[src/rtl/he_rst_seq.sv]
// Sequenced reset controller: synchronises rstin, holds all channels in reset,
// releases them one by one, then reports done and runs a divided clock-enable.
module he_rst_seq #(
    parameter int NUM_CH      = 4,
    parameter int HOLD_CYCLES = 4,
    parameter int STAGE_GAP   = 2,
    parameter int DIV         = 2
) (
    input  logic              clkin,
    input  logic              rstin,
    input  logic              sw_rst_req,
    output logic [NUM_CH-1:0] rstout,
    output logic              rst_done,
    output logic              clk_en
);

    localparam int HOLD_W = (HOLD_CYCLES > 1) ? $clog2(HOLD_CYCLES) : 1;
    localparam int GAP_W  = (STAGE_GAP > 1) ? $clog2(STAGE_GAP) : 1;
    localparam int IDX_W  = (NUM_CH > 1) ? $clog2(NUM_CH) : 1;
    localparam int DIV_W  = (DIV > 1) ? $clog2(DIV) : 1;

    if (NUM_CH < 1 || NUM_CH > 8) begin : g_bad_num_ch
        $error("he_rst_seq: NUM_CH must be 1..8");
    end
    if (HOLD_CYCLES < 1) begin : g_bad_hold
        $error("he_rst_seq: HOLD_CYCLES must be >= 1");
    end
    if (STAGE_GAP < 1) begin : g_bad_gap
        $error("he_rst_seq: STAGE_GAP must be >= 1");
    end
    if (DIV < 1) begin : g_bad_div
        $error("he_rst_seq: DIV must be >= 1");
    end

    typedef enum logic [1:0] {
        S_RESET   = 2'd0,
        S_HOLD    = 2'd1,
        S_RELEASE = 2'd2,
        S_RUN     = 2'd3
    } state_t;

    state_t            state_q;
    logic [1:0]        sync_q;
    logic [HOLD_W-1:0] hold_q;
    logic [GAP_W-1:0]  gap_q;
    logic [IDX_W-1:0]  idx_q;
    logic [DIV_W-1:0]  div_q;
    logic [NUM_CH-1:0] rstout_q;
    logic              done_q;
    logic              en_q;

    always_ff @(posedge clkin or negedge rstin) begin
        if (!rstin) begin
            state_q  <= S_RESET;
            sync_q   <= '0;
            hold_q   <= '0;
            gap_q    <= '0;
            idx_q    <= '0;
            div_q    <= '0;
            rstout_q <= '0;
            done_q   <= 1'b0;
            en_q     <= 1'b0;
        end else begin
            sync_q <= {sync_q[0], 1'b1};
            // Leave RESET on the same edge the second stage captures 1.
            if (state_q == S_RESET) begin
                if (sync_q[0]) begin
                    state_q <= S_HOLD;
                    hold_q  <= '0;
                end
            end else if (sw_rst_req) begin
                state_q  <= S_HOLD;
                hold_q   <= '0;
                gap_q    <= '0;
                idx_q    <= '0;
                div_q    <= '0;
                rstout_q <= '0;
                done_q   <= 1'b0;
                en_q     <= 1'b0;
            end else begin
                case (state_q)
                    S_HOLD: begin
                        if (sync_q[1] && hold_q == HOLD_W'(HOLD_CYCLES - 1)) begin
                            state_q  <= S_RELEASE;
                            rstout_q <= NUM_CH'(1);
                            idx_q    <= '0;
                            gap_q    <= '0;
                        end else if (sync_q[1]) begin
                            hold_q <= hold_q + 1'b1;
                        end
                    end
                    S_RELEASE: begin
                        // idx_q is the highest channel already released.
                        if (idx_q == IDX_W'(NUM_CH - 1)) begin
                            state_q <= S_RUN;
                            done_q  <= 1'b1;
                            en_q    <= 1'b1;
                            div_q   <= (DIV == 1) ? '0 : DIV_W'(1);
                        end else if (gap_q == GAP_W'(STAGE_GAP - 1)) begin
                            rstout_q <= (rstout_q << 1) | NUM_CH'(1);
                            idx_q    <= idx_q + 1'b1;
                            gap_q    <= '0;
                        end else begin
                            gap_q <= gap_q + 1'b1;
                        end
                    end
                    S_RUN: begin
                        en_q  <= (div_q == '0);
                        div_q <= (div_q == DIV_W'(DIV - 1)) ? '0 : div_q + 1'b1;
                    end
                    default: ;
                endcase
            end
        end
    end

    assign rstout   = rstout_q;
    assign rst_done = done_q;
    assign clk_en   = en_q;

endmodule

[config.mk]
export PLATFORM = sky130hd
export DESIGN_NAME = he_rst_seq
export DESIGN_NICKNAME = d
export VERILOG_FILES = /design/src/rtl/he_rst_seq.sv
export SDC_FILE = /design/constraint.sdc
export NUM_CORES = 1
export LEC_CHECK = 0
export CORE_MARGIN = 3
export CORE_UTILIZATION = 40
export DETAILED_ROUTE_END_ITERATION = 8
export PLACE_DENSITY = 0.59
export SLEW_MARGIN = 20
export SYNTH_ARGS = -nofsm -noshare
export SYNTH_HDL_FRONTEND = slang
export SYNTH_SLANG_ARGS = --single-unit
[constraint.sdc]
create_clock -name clkin -period 3.3 [get_ports clkin]
set_clock_uncertainty 0.2 [all_clocks]
set_input_delay 0.66 -clock clkin [delete_from_list [all_inputs] [get_ports clkin]]
set_output_delay 0.66 -clock clkin [all_outputs]
set_load 0.01 [all_outputs]
==> results.yml <==
detailed_routing:
  vias: 592
  wirelength_um: 1422
  drc: 0
  wire_per_inst_um: 12.70
  via_per_inst: 5.286
  detail-route-antenna-nets: 0
  first_pass_iters: 4
  dr.first_iter.drc_count: 12
worst_setup_path:
  cp.required_ps: 3270
  critical_path.max_stage_delay_ps: 700
  crit_path_end_kind: "flop"
  worstPathArrival_ps: 2120
  critical_path.max_fanout: 9
  path_cells: "clkdlybuf4s50_1 > a21oi_2 > or3_4 > a22o_1"
  worst-path-stages: 4
  cp-startpoint: "sw_rst_req"
  slowest_stage: "clkdlybuf4s50_1"
  critical_path_class: "in -> reg"
  path_delay_family: "buffers and inverters"
  cp-start-kind: "input port"
  r2r-start: "state_q[0]$_DFFE_PN0P_"
  r2r_cells: 6
  cp_num_buf_inv: 1
clock_tree:
  postCtsSetupBuffers: 0
  clk_pin_slew_ps: 80
  clk_latency_ps: 280
  cts_buffers: 3
  post_cts_resize_count: 0
  root_buffer: "clkbuf_4"
  ctsHoldBuffers: 0
  cts_max_level: 1
  cts_sinks: 15
  cts_tree: "yes"
  cts.path.max_buffers: 2
sta:
  worst_slack_ps: 1159
  grt_setup_unrepaired: "no"
  final_max_slew_viol_count: 0
  hold_violations: 0
  worstMarginPinSlew_ps: 634.0
  hold_ws_ps: 239.8
  setup_viol_count_final: 0
  finalSetupTns_ps: 0
  max_clock_freq_mhz: 467.0
  period_share: 0.6489
  relSlewSlack: 0.5760
  fin_crit_ps: 2141
die:
  die_width_um: 51.47
  start_util: 0.4497
  die_h_um: 51.47
  die_area_um2: 2649
  fp.coreArea_um2: 1839
  core.rowCount: 15
  io_pins: 9
synthesis:
  yosys-top-cells-area: "dfrtp_1 45%, ha_1 11%, a22o_1 5.3%, inv_1 2.7%, mux2_2 2.7%"
  yosysTopAreaCell: "dfrtp_1"
  synth_top_area_share: 0.4539
  synth.avg_cell_area_um2: 10.74
  synth_cell_type_count: 34
  ys_ff_latch: 15
  synth_nets: 87
  synth_ff_type: "dfrtp_1"
  synth_cells: 77
  synthesis.area_um2: 827.0
  synth_edf_count: 0
  ys_top_cells_by_count: "15 x dfrtp_1, 7 x ha_1, 6 x inv_1, 5 x a22o_1, 5 x nor2_1"
  synth.most_common_cell: "dfrtp_1"
  seq_area_frac_synth: 0.4539
  async_flop_share: 1.000
  yosys_warnings: 0
power:
  power_frac_comb: 0.439
  ir_drop_v: 0.0003642
  power.internal_uw: 394.2
  finalPower_uw: 631.2
  cellLeakagePower_uw: 0.0004415
  p_sw_frac: 0.3755
  power_frac_seq: 0.402
  switchingPower_uw: 237.0
  pwr-share-clk: 0.160
  p_per_area_nw_per_um2: 662.0
global_routing:
  antenna_found_initial: 0
  overflow: 0
  track_usage: 0.1296
  grt_pass1_wl_um: 2601
  grt_util_met3: 0.04373
  grt_pass1_vias: 588
  grt-busiest-layer: "met2"
  grt_use_met2: 0.1992
  met1_usage: 0.1818
  grt_max_degree: 16
cells_and_area:
  syn_to_final_growth_pct: 15.28
  n_fill_cell: 185
  drive_gt1_frac: 0.1379
  nNetsFinal: 98
  multi_input_area_um2: 416.7
  antenna_cells: 0
  utilization: 0.5184
  register_area_um2: 375.4
hold_path:
  hold_start: "sync_q[0]$_DFF_PN0_"
  whs_path_depth: 0
  hp-class: "reg -> reg"
status:
  status: "finished, final reports clean"
place:
  dpl.hpwl_um: 1132
  dpl_worst_slack_ps: 873.1
  numPortBuffers: 8
  routabilityCongestion: 0.7755
job:
  cap_violations: 0
## layer usage
metal  up-vias  part of all wire
li1        301                 -
met1       279              0.51
met2        10              0.44
met3         2             0.040
met4         0            0.0084
met5         -                 0
## worst paths after layout
| kind | slack, ps | endpoint |
|---|---|---|
| setup reg to reg | 1240 | rstout[1]$_DFFE_PN0P_ |
| setup / recovery | 1160 | rstout[1]$_DFFE_PN0P_ |
| hold reg to reg | 240 | sync_q[1]$_DFF_PN0_ |
| hold / removal | 240 | sync_q[1]$_DFF_PN0_ |
| max in group asynchronous | 1930 | sync_q[1]$_DFF_PN0_ |
| min in group asynchronous | 570 | hold_q[0]$_DFFE_PN0P_ |
## flip-flops by register name, indices dropped and copies added (netlist names)
register	flops
sync_q	2
state_q	2
idx_q	2
div_q	1
rstout	4
hold_q	2
rst_done	1
gap_q	1
## layout make-up
class | count | area share
multi-input cells | 54 | 0.4370
clock inverters | 1 | 0.005249
clock buffers | 3 | 0.02362
repair buffers | 8 | 0.08399
inverters | 6 | 0.02362
flip-flops and latches | 15 | 0.3937
well taps | 25 | 0.03281
## layout by cell type, fill, tap and decap left out, types with 2 or more instances in the layout
cell,instances
clkbuf_4,3
mux2_2,2
a21oi_1,2
a31oi_1,3
inv_1,6
clkdlybuf4s50_1,8
nand2_1,4
nor2b_1,2
nor2_1,5
a22o_1,5
dfrtp_1,15
ha_1,7
nor3_1,3
## per-stage QoR
stage | area, um2 | std cells
3_5_place_dp | 925.9 | 108
4_1_cts | 953.4 | 112
6_report | 953.4 | 112
3_3_place_gp | 925.9 | 108
5_1_grt | 953.4 | 112
2_1_floorplan | 827.0 | 77
## cells by family (layout without fill, tap and decap cells)
| kind of cell | Yosys count | in the layout | synth area share |
|---|---|---|---|
| other | 1 | 1 | 0.004534 |
| XOR/XNOR | 1 | 1 | 0.01059 |
| flip-flops | 15 | 15 | 0.4539 |
| multiplexers | 3 | 3 | 0.04084 |
| buffers and inverters | 8 | 18 | 0.04236 |
| AO/OA/AOI/OAI | 21 | 21 | 0.2042 |
| AND/OR/NAND/NOR | 21 | 21 | 0.1377 |
| adder cells (fa/ha/maj) | 7 | 7 | 0.1059 |
## power groups by stage
stage	clock network, uW	registers (uW)	logic [uW]
5_1_grt	119	259	312
6_report	101	253	277
2_1_floorplan	0	253	214
3_3_place_gp	0	257	276
3_5_place_dp	0	258	277
4_1_cts	107	254	278
Note: power is estimated with default switching activity, not from simulation.
